[src/rtl/sfifo_flex.sv]
// sfifo_flex: single-clock FIFO with occupancy count, programmable
// almost-full/almost-empty thresholds, overflow/underflow pulses and a
// selectable standard or first-word-fall-through read port.
module sfifo_flex #(
  parameter int WIDTH    = 8,
  parameter int DEPTH    = 16,
  parameter int FWFT     = 0,
  parameter int AF_LEVEL = DEPTH - 2,
  parameter int AE_LEVEL = 2
) (
  input  logic                       clk,
  input  logic                       rst,
  input  logic                       winc,
  input  logic [WIDTH-1:0]           wdata,
  input  logic                       rinc,
  output logic [WIDTH-1:0]           rdata,
  output logic                       rvalid,
  output logic                       wfull,
  output logic                       rempty,
  output logic                       almost_full,
  output logic                       almost_empty,
  output logic [$clog2(DEPTH):0]     data_cnt,
  output logic                       overflow,
  output logic                       underflow
);

  localparam int AW = $clog2(DEPTH);
  localparam logic [AW:0] PTR_ONE = (AW+1)'(1);
  localparam logic [AW:0] DEPTH_C = (AW+1)'(DEPTH);
  localparam logic [AW:0] AF_C    = (AW+1)'(AF_LEVEL);
  localparam logic [AW:0] AE_C    = (AW+1)'(AE_LEVEL);

  // Handshake: a write is taken on a rising edge where winc=1 and the
  // registered wfull=0; a pop is taken where rinc=1 and the registered
  // rempty=0. A request against a blocking flag is dropped and reported by
  // a one-cycle overflow/underflow pulse. In standard mode rvalid marks the
  // single cycle holding a popped word; in FWFT mode rvalid marks that rdata
  // shows the head word, which rinc then consumes.

  logic [WIDTH-1:0] mem [DEPTH];
  logic [AW:0]      wptr, rptr;
  logic [AW:0]      wptr_nxt, rptr_nxt, cnt_nxt;
  logic             wr_ok, rd_ok;

  // Accept decisions and next pointers; the wrap bit makes the pointer
  // difference an exact 0..DEPTH occupancy.
  always_comb begin
    wr_ok    = winc & ~wfull;
    rd_ok    = rinc & ~rempty;
    wptr_nxt = wr_ok ? wptr + PTR_ONE : wptr;
    rptr_nxt = rd_ok ? rptr + PTR_ONE : rptr;
    cnt_nxt  = wptr_nxt - rptr_nxt;
  end

  assign data_cnt = wptr - rptr;

  // Pointers, flags (from next occupancy, so they track data_cnt) and pulses.
  always_ff @(posedge clk) begin
    if (rst) begin
      wptr         <= '0;
      rptr         <= '0;
      wfull        <= 1'b0;
      rempty       <= 1'b1;
      almost_full  <= 1'b0;
      almost_empty <= 1'b1;
      overflow     <= 1'b0;
      underflow    <= 1'b0;
    end else begin
      wptr         <= wptr_nxt;
      rptr         <= rptr_nxt;
      wfull        <= (cnt_nxt == DEPTH_C);
      rempty       <= (cnt_nxt == '0);
      almost_full  <= (cnt_nxt >= AF_C);
      almost_empty <= (cnt_nxt <= AE_C);
      overflow     <= winc & wfull;
      underflow    <= rinc & rempty;
    end
  end

  // Storage array; not reset, writes ignored while rst is high.
  always_ff @(posedge clk) begin
    if (!rst && wr_ok) mem[wptr[AW-1:0]] <= wdata;
  end

  generate
    if (FWFT != 0) begin : g_fwft
      // Head word shown combinationally; zero while empty.
      assign rdata  = rempty ? '0 : mem[rptr[AW-1:0]];
      assign rvalid = ~rempty;
    end else begin : g_std
      logic [WIDTH-1:0] rdata_q;
      logic             rvalid_q;
      // Registered read: popped word appears one cycle after the pop.
      always_ff @(posedge clk) begin
        if (rst) begin
          rdata_q  <= '0;
          rvalid_q <= 1'b0;
        end else begin
          rvalid_q <= rd_ok;
          if (rd_ok) rdata_q <= mem[rptr[AW-1:0]];
        end
      end
      assign rdata  = rdata_q;
      assign rvalid = rvalid_q;
    end
  endgenerate

endmodule

[config.mk]
export PLATFORM = sky130hd
export DESIGN_NAME = sfifo_flex
export DESIGN_NICKNAME = d
export VERILOG_FILES = /design/src/rtl/sfifo_flex.sv
export SDC_FILE = /design/constraint.sdc
export NUM_CORES = 1
export LEC_CHECK = 0
export CAP_MARGIN = 20
export CORE_ASPECT_RATIO = 1.2
export CORE_MARGIN = 5
export CORE_UTILIZATION = 40
export CTS_CLUSTER_DIAMETER = 150
export CTS_CLUSTER_SIZE = 25
export DETAILED_ROUTE_END_ITERATION = 12
export SYNTH_ARGS = -nofsm -noshare
export SYNTH_HDL_FRONTEND = slang
export SYNTH_SLANG_ARGS = --single-unit
export TNS_END_PERCENT = 50
[constraint.sdc]
create_clock -name clk -period 8.12 [get_ports clk]
set_input_delay 0.812 -clock clk [delete_from_list [all_inputs] [get_ports clk]]
set_output_delay 0.812 -clock clk [all_outputs]
set_load 0.01 [all_outputs]
==> results of run 1 <==
area by class of cell:
class / count / area [sq um]
Clock buffer: 22 / 454
Clock inverter: 10 / 97.6
Fill cell: 1378 / 8130
Inverter: 14 / 52.6
Multi-Input combinational cell: 174 / 1820
Sequential cell: 153 / 4350
Tap cell: 208 / 260
Timing Repair Buffer: 37 / 355
cell families after synthesis:
logic type / synth area share, %
flops: 69.1
simple gates: 5.97
compound gates: 2.92
fa+ha+maj: 3.16
buf+inv: 1.97
mux: 14.5
xor+xnor: 2.45
report_power, final:
part / total (uW) / leakage (uW) / internal [uW] / switching (uW)
clock: 727 / 0.000261 / 431 / 296
sequential: 888 / 0.00136 / 875 / 13.1
combinational: 325 / 0.000766 / 169 / 156
worst min-delay path by stage:
| stage | start | slack, ps | depth (start not counted) | end |
|---|---|---|---|---|
| after floorplan | rdata[0] | 480 | 2 | rdata[0] |
| after global placement | rdata[5] | 450 | 2 | rdata[5] |
| after detailed placement | rdata[3] | 450 | 2 | rdata[3] |
| after CTS | rdata[3] | 460 | 2 | rdata[3] |
| after global routing | rdata[3] | 480 | 2 | rdata[3] |
| final | rdata[3] | 450 | 2 | rdata[3] |
flip-flops by register name, summed over array words and instances, names as in the netlist:
name / flops
wptr: 5
mem: 128
underflow: 1
almost_empty: 1
wfull: 1
overflow: 1
almost_full: 1
rptr: 5
rempty: 1
rdata: 8
rvalid: 1
worst max-delay path, stage by stage, from the launching register on:
cell and delay (ps):
dfxtp_1 750, inv_1 100, ha_1 340, a21o_1 190, a21oi_1 190, xnor2_1 140, clkdlybuf4s50_1 560
cells in the final DEF (no fill, tap or decap), types with 3 or more instances in the layout:
master	count
a21oi_1	14
nand2b_1	3
xnor2_1	11
mux4_2	40
clkdlybuf4s50_1	31
clkinv_4	3
nor2_1	25
nor3_1	5
nand2_1	22
clkinvlp_4	3
xor2_1	4
buf_4	6
dfxtp_1	24
edfxtp_1	128
and3_1	3
inv_1	13
clkbuf_1	4
clkbuf_16	17
ha_1	11
per-layer routing:
layer  global-route usage (%)  wire length (microns)  vias to the layer above
li1                         -                      -                     1455
met1                     17.7                   5200                     1610
met2                     22.6                   6130                       77
met3                     3.94                    516                       21
met4                     6.36                    320                        0
met5                        0                      0                        -
stage by stage:
| stage | worst slack [ps] | hold slack, ps | instances | cell area (sq um) | utilization (%) |
|---|---|---|---|---|---|
| floorplan | 5130 | 481 | 356 | 6290 | - |
| global placement | 4380 | 445 | 586 | 6840 | 44.1 |
| detailed placement | 4330 | 449 | 586 | 6840 | 44.1 |
| CTS | 4580 | 458 | 618 | 7390 | 47.6 |
| global route | 4450 | 482 | 618 | 7390 | 47.6 |
| finish | 4630 | 454 | 618 | 7390 | 47.6 |
==> report_table.html, run 1 <==
<table>
<tr><th>Metric</th><th>Value</th></tr>
<tr><th colspan="2">Status</th></tr>
<tr><td>Result of the run</td><td>complete, no violations</td></tr>
<tr><th colspan="2">Timing</th></tr>
<tr><td>Final max-slew violation count</td><td>0</td></tr>
<tr><td>Final hold violation count</td><td>0</td></tr>
<tr><td>Worst-case clock skew</td><td>10.0 ps</td></tr>
<tr><td>Share of the clock period used by the worst path after layout</td><td>43.0%</td></tr>
<tr><td>Sum Neg Setup Slack</td><td>0 ps</td></tr>
<tr><td>Number of failing setup endpoints in the final timing report</td><td>0</td></tr>
<tr><td>Achievable frequency</td><td>287 MHz</td></tr>
<tr><td>Worst-case headroom to the max-slew limit</td><td>40.7%</td></tr>
<tr><td>RSZ-0062 raised after global routing</td><td>false</td></tr>
<tr><td>Transition time of the tightest slew-check pin</td><td>887 ps</td></tr>
<tr><td>Final Critical Period</td><td>3490 ps</td></tr>
<tr><th colspan="2">Setup path</th></tr>
<tr><td>Crit path from</td><td>rptr[2]</td></tr>
<tr><td>Worst setup endpoint</td><td>data_cnt[4]</td></tr>
<tr><td>Reg2Reg Depth</td><td>9</td></tr>
<tr><td>Startpoint kind of the worst setup timing path</td><td>register</td></tr>
<tr><td>Setup Crit Path Kind</td><td>reg -&gt; out</td></tr>
<tr><td>Critical Path End Type</td><td>output port</td></tr>
<tr><td>Crit Reg-Reg Startpoint</td><td>rptr[0]</td></tr>
<tr><td>Largest driver fanout on the critical path</td><td>12</td></tr>
<tr><td>Required arrival time at the worst endpoint</td><td>7310 ps</td></tr>
<tr><td>R2R Setup Slk</td><td>5010 ps</td></tr>
<tr><td>Crit path arrival time</td><td>2680 ps</td></tr>
<tr><td>Endpoint of the most critical register-to-register path</td><td>wfull</td></tr>
<tr><th colspan="2">GRT</th></tr>
<tr><td>Global-route wire length before repair</td><td>19400 microns</td></tr>
<tr><td>Pin count of the biggest net entering global routing</td><td>36</td></tr>
<tr><td>Antenna violations before repair</td><td>0</td></tr>
<tr><td>Overflow after GRT</td><td>0</td></tr>
<tr><td>Overall Global Routing Usage</td><td>14.0%</td></tr>
<tr><td>Via count of the first global-routing pass</td><td>3385</td></tr>
<tr><th colspan="2">CTS</th></tr>
<tr><td>Worst skew pair latency</td><td>410 ps</td></tr>
<tr><td>Number of sinks handled by clock tree synthesis</td><td>153</td></tr>
<tr><td>Hold buffers post-CTS</td><td>0</td></tr>
<tr><td>Cell chosen for the clock root</td><td>clkbuf_16</td></tr>
<tr><td>Clock transition at the registers of the reported paths</td><td>60 ps</td></tr>
<tr><td>Post-CTS setup buffer count</td><td>0</td></tr>
<tr><td>CTS tree</td><td>built</td></tr>
<tr><td>Gates resized, CTS repair</td><td>0</td></tr>
<tr><td>Number of buffers on the longest clock path</td><td>2</td></tr>
<tr><td>Number of H-tree levels</td><td>4</td></tr>
<tr><td>TritonCTS Buffers</td><td>17</td></tr>
<tr><th colspan="2">Pwr</th></tr>
<tr><td>Largest vdd supply drop</td><td>0.139 mV</td></tr>
<tr><td>Power density relative to cell area</td><td>263 nW/um^2</td></tr>
<tr><td>Total Power Consumption</td><td>1940 uW</td></tr>
<tr><td>Leakage dissipation</td><td>0.00238 uW</td></tr>
<tr><th colspan="2">Layout</th></tr>
<tr><td>Share of cells above drive strength 1</td><td>21.5%</td></tr>
<tr><td>Final Net Count</td><td>422</td></tr>
<tr><td>Area growth from synthesis to final layout</td><td>17.4%</td></tr>
<tr><td>Number of diodes added for antenna fixing</td><td>0</td></tr>
<tr><th colspan="2">Synthesis</th></tr>
<tr><td>Async S/R FF share, synth</td><td>0%</td></tr>
<tr><td>Number of enable-type register cells in the synthesized netlist</td><td>128</td></tr>
<tr><td>Post-synthesis instance total</td><td>356</td></tr>
<tr><td>Synth Warn #</td><td>0</td></tr>
<tr><td>Synthesized area</td><td>6290 sq um</td></tr>
<tr><td>Syn Area/Cell</td><td>17.7 sq um</td></tr>
<tr><td>Cell with the most instances after synthesis</td><td>edfxtp_1</td></tr>
<tr><td>Dominant synthesized flop cell</td><td>edfxtp_1</td></tr>
<tr><td>Post-synthesis sequential element count</td><td>153</td></tr>
<tr><td>Mapped Nets</td><td>381</td></tr>
<tr><td>Top cells by area in the synthesized netlist</td><td>edfxtp_1, mux4_2, dfxtp_1, ha_1, xnor2_1</td></tr>
<tr><td>Sequential fraction of the synthesis area</td><td>69.1%</td></tr>
<tr><td>Number of unique standard cell types used by synthesis</td><td>48</td></tr>
<tr><td>Synth area leader</td><td>edfxtp_1</td></tr>
<tr><td>Post-synth top area share</td><td>61.1%</td></tr>
<tr><td>Commonest cells in the netlist</td><td>edfxtp_1, mux4_2, dfxtp_1, nor2_1, nand2_1</td></tr>
<tr><th colspan="2">Detailed routing</th></tr>
<tr><td>Iter 0 DRT Violations</td><td>227</td></tr>
<tr><td>Total via count after detailed routing</td><td>3163</td></tr>
<tr><td># DRC</td><td>0</td></tr>
<tr><td>Number of search-and-repair iterations in the first detailed-routing pass</td><td>4</td></tr>
<tr><td>DRT antenna net count</td><td>0</td></tr>
<tr><td>Vias per cell</td><td>5.12</td></tr>
<tr><td>Final wirelength</td><td>12200 microns</td></tr>
<tr><td>Average wire length per cell after detail routing</td><td>19.7 microns</td></tr>
<tr><th colspan="2">Die</th></tr>
<tr><td>Die X-Extent</td><td>124 microns</td></tr>
<tr><td>Top-level port count</td><td>32</td></tr>
<tr><td>CORE AREA</td><td>15500 sq um</td></tr>
<tr><td>Die area</td><td>18300 sq um</td></tr>
<tr><td>Initial core utilization</td><td>40.5%</td></tr>
<tr><td>Vertical die dimension</td><td>147 microns</td></tr>
<tr><td>Std-Cell Rows</td><td>50</td></tr>
<tr><th colspan="2">Placement</th></tr>
<tr><td>Port Buffer Count</td><td>31</td></tr>
<tr><td>Placed wire-length estimate after detailed placement</td><td>8460 microns</td></tr>
<tr><td>RePlAce Congestion</td><td>0.863</td></tr>
<tr><th colspan="2">Job</th></tr>
<tr><td>Number of max-cap violations</td><td>0</td></tr>
<tr><th colspan="2">Hold path</th></tr>
<tr><td>Worst hold path class</td><td>reg -&gt; reg</td></tr>
</table>
No activity file was read; power rests on OpenSTA's default activity.
==> run 2, diff against run 1 <==
- clock period: 8.12 -> 3.4 ns (I/O delays scaled with it)
==> report_table.html, run 2 (synthesized netlist as in run 1, its figures left out) <==
<table>
<tr><th>Metric</th><th>Value</th></tr>
<tr><th colspan="2">Status</th></tr>
<tr><td>Result of the run</td><td>complete, no violations</td></tr>
<tr><th colspan="2">CTS</th></tr>
<tr><td>Worst skew pair latency</td><td>410 ps</td></tr>
<tr><td>Gates resized, CTS repair</td><td>0</td></tr>
<tr><td>Cell chosen for the clock root</td><td>clkbuf_16</td></tr>
<tr><td>Clock transition at the registers of the reported paths</td><td>60 ps</td></tr>
<tr><td>CTS tree</td><td>built</td></tr>
<tr><td>Number of sinks handled by clock tree synthesis</td><td>153</td></tr>
<tr><td>Number of H-tree levels</td><td>4</td></tr>
<tr><td>Post-CTS setup buffer count</td><td>0</td></tr>
<tr><td>Hold buffers post-CTS</td><td>0</td></tr>
<tr><td>Number of buffers on the longest clock path</td><td>2</td></tr>
<tr><td>TritonCTS Buffers</td><td>17</td></tr>
<tr><th colspan="2">Timing</th></tr>
<tr><td>RSZ-0062 raised after global routing</td><td>false</td></tr>
<tr><td>Number of failing setup endpoints in the final timing report</td><td>0</td></tr>
<tr><td>Final hold violation count</td><td>0</td></tr>
<tr><td>Final max-slew violation count</td><td>0</td></tr>
<tr><td>Final Critical Period</td><td>2820 ps</td></tr>
<tr><td>Sum Neg Setup Slack</td><td>0 ps</td></tr>
<tr><td>Worst-case clock skew</td><td>6.02 ps</td></tr>
<tr><td>Worst-case headroom to the max-slew limit</td><td>59.5%</td></tr>
<tr><td>Share of the clock period used by the worst path after layout</td><td>82.8%</td></tr>
<tr><td>Transition time of the tightest slew-check pin</td><td>603 ps</td></tr>
<tr><td>Achievable frequency</td><td>355 MHz</td></tr>
<tr><th colspan="2">Detailed routing</th></tr>
<tr><td>Met3 WL</td><td>598 microns</td></tr>
<tr><td>Average wire length per cell after detail routing</td><td>19.3 microns</td></tr>
<tr><td>Routed wire length on met2</td><td>6350 microns</td></tr>
<tr><td>Number of search-and-repair iterations in the first detailed-routing pass</td><td>4</td></tr>
<tr><td>Iter 0 DRT Violations</td><td>178</td></tr>
<tr><td># DRC</td><td>0</td></tr>
<tr><td>Final wirelength</td><td>12200 microns</td></tr>
<tr><td>DRT antenna net count</td><td>0</td></tr>
<tr><td>Highest routed layer</td><td>met4</td></tr>
<tr><td>Total via count after detailed routing</td><td>3262</td></tr>
<tr><td>DRT met1 WL</td><td>5100 microns</td></tr>
<tr><td>Vias per cell</td><td>5.14</td></tr>
<tr><th colspan="2">Die</th></tr>
<tr><td>Vertical die dimension</td><td>147 microns</td></tr>
<tr><td>Std-Cell Rows</td><td>50</td></tr>
<tr><td>Top-level port count</td><td>32</td></tr>
<tr><td>Die area</td><td>18300 sq um</td></tr>
<tr><td>Die X-Extent</td><td>124 microns</td></tr>
<tr><td>Initial core utilization</td><td>40.5%</td></tr>
<tr><td>CORE AREA</td><td>15500 sq um</td></tr>
<tr><th colspan="2">Setup path</th></tr>
<tr><td>Setup Crit Path Kind</td><td>reg -&gt; out</td></tr>
<tr><td>Critical Path End Type</td><td>output port</td></tr>
<tr><td>Critical-path cell with the highest stage delay</td><td>clkdlybuf4s50_1</td></tr>
<tr><td>Cell chain of the critical path</td><td>inv_1 &gt; ha_1 &gt; fa_1 &gt; inv_1 &gt; a21o_1 &gt; a21oi_1 &gt; xnor2_1 &gt; clkdlybuf4s50_1</td></tr>
<tr><td>Crit path arrival time</td><td>2480 ps</td></tr>
<tr><td>Largest delay share family, worst path</td><td>buffers and inverters</td></tr>
<tr><td>WP buf/inv</td><td>3</td></tr>
<tr><td>Required arrival time at the worst endpoint</td><td>3060 ps</td></tr>
<tr><td>Slowest cell delay on critical path</td><td>550 ps</td></tr>
<tr><td>Worst path most repeated cell</td><td>inv_1</td></tr>
<tr><td>Largest driver fanout on the critical path</td><td>4</td></tr>
<tr><td>Startpoint kind of the worst setup timing path</td><td>register</td></tr>
<tr><th colspan="2">Pwr</th></tr>
<tr><td>Largest vdd supply drop</td><td>0.346 mV</td></tr>
<tr><td>Leakage dissipation</td><td>0.00249 uW</td></tr>
<tr><td>Power density relative to cell area</td><td>631 nW/um^2</td></tr>
<tr><th colspan="2">Placement</th></tr>
<tr><td>RePlAce Congestion</td><td>0.789</td></tr>
<tr><td>Port Buffer Count</td><td>31</td></tr>
<tr><td>Placed wire-length estimate after detailed placement</td><td>8680 microns</td></tr>
<tr><th colspan="2">Layout</th></tr>
<tr><td>Flip-flop count of the largest register after layout</td><td>128</td></tr>
<tr><td>Share of cells above drive strength 1</td><td>24.6%</td></tr>
<tr><td>Area growth from synthesis to final layout</td><td>20.0%</td></tr>
<tr><td>Number of diodes added for antenna fixing</td><td>0</td></tr>
<tr><td>Final Util</td><td>48.7%</td></tr>
<tr><td>Commonest non-fill, non-tap cell in the layout</td><td>edfxtp_1</td></tr>
<tr><td>Final Net Count</td><td>439</td></tr>
<tr><td>Commonest cells after routing, fill and taps aside</td><td>edfxtp_1, mux4_2, clkdlybuf4s50_1</td></tr>
<tr><th colspan="2">GRT</th></tr>
<tr><td>Pin count of the biggest net entering global routing</td><td>34</td></tr>
<tr><td>Overall Global Routing Usage</td><td>14.1%</td></tr>
<tr><td>Antenna violations before repair</td><td>0</td></tr>
<tr><td>Overflow after GRT</td><td>0</td></tr>
<tr><td>Via count of the first global-routing pass</td><td>3409</td></tr>
<tr><td>Global-route wire length before repair</td><td>19400 microns</td></tr>
<tr><th colspan="2">Job</th></tr>
<tr><td>Number of max-cap violations</td><td>0</td></tr>
<tr><th colspan="2">Hold path</th></tr>
<tr><td>Worst hold path class</td><td>reg -&gt; reg</td></tr>
</table>
-- run 2: area by class of cell --
class,instances,area [sq um]
fill,1352,7970
sequential,153,4350
multi-input combinational,174,1820
timing repair buffer,54,483
clock buffer,19,433
tap,208,260
clock inverter,13,153
inverter,14,52.6
-- run 2: worst paths after layout --
kind	cells after the start	slack, ps	start	to
setup / recovery	8	580	wptr[0]	data_cnt[4]
setup reg to reg	8	700	rptr[0]	wfull
hold / removal	2	450	rdata[4]	rdata[4]
hold reg to reg	2	450	rdata[4]	rdata[4]
-- run 2: where the power goes --
| group | internal [uW] | total [uW] | switching [uW] | leakage (uW) |
|---|---|---|---|---|
| sequential | 2090 | 2120 | 31.8 | 0.00136 |
| clock | 1150 | 1850 | 701 | 0.000278 |
| combinational | 416 | 792 | 375 | 0.000856 |
| total | 3650 | 4760 | 1110 | 0.00249 |
-- run 2: metrics by stage --
stage	std cells	total power [uW]	hold slack [ps]	area, sq um	worst slack, ps
floorplan	356	2680	439	6290	816
global placement	603	2950	444	6960	416
detailed placement	603	2970	449	6960	363
CTS	635	4820	457	7550	532
global route	635	4950	472	7550	449
finish	635	4760	453	7550	584
-- run 2: worst register-to-register path: cells and delay by family, from the launching register on --
| kind | cells | cell delay, ps |
|---|---|---|
| DFF | 1 | 370 |
| adders and majority gates | 3 | 1010 |
| buffers and inverters | 1 | 410 |
| and+or+nand+nor | 1 | 260 |
| xor gates and xnor gates | 2 | 330 |
| AOI/OAI and AO/OA | 1 | 220 |
-- run 2: layer usage --
metal / vias to the layer above / GRT usage [%]
met5: - / 0
met4: 0 / 4.39
met3: 14 / 4.66
met2: 74 / 23.9
met1: 1676 / 17.1
li1: 1498 / -
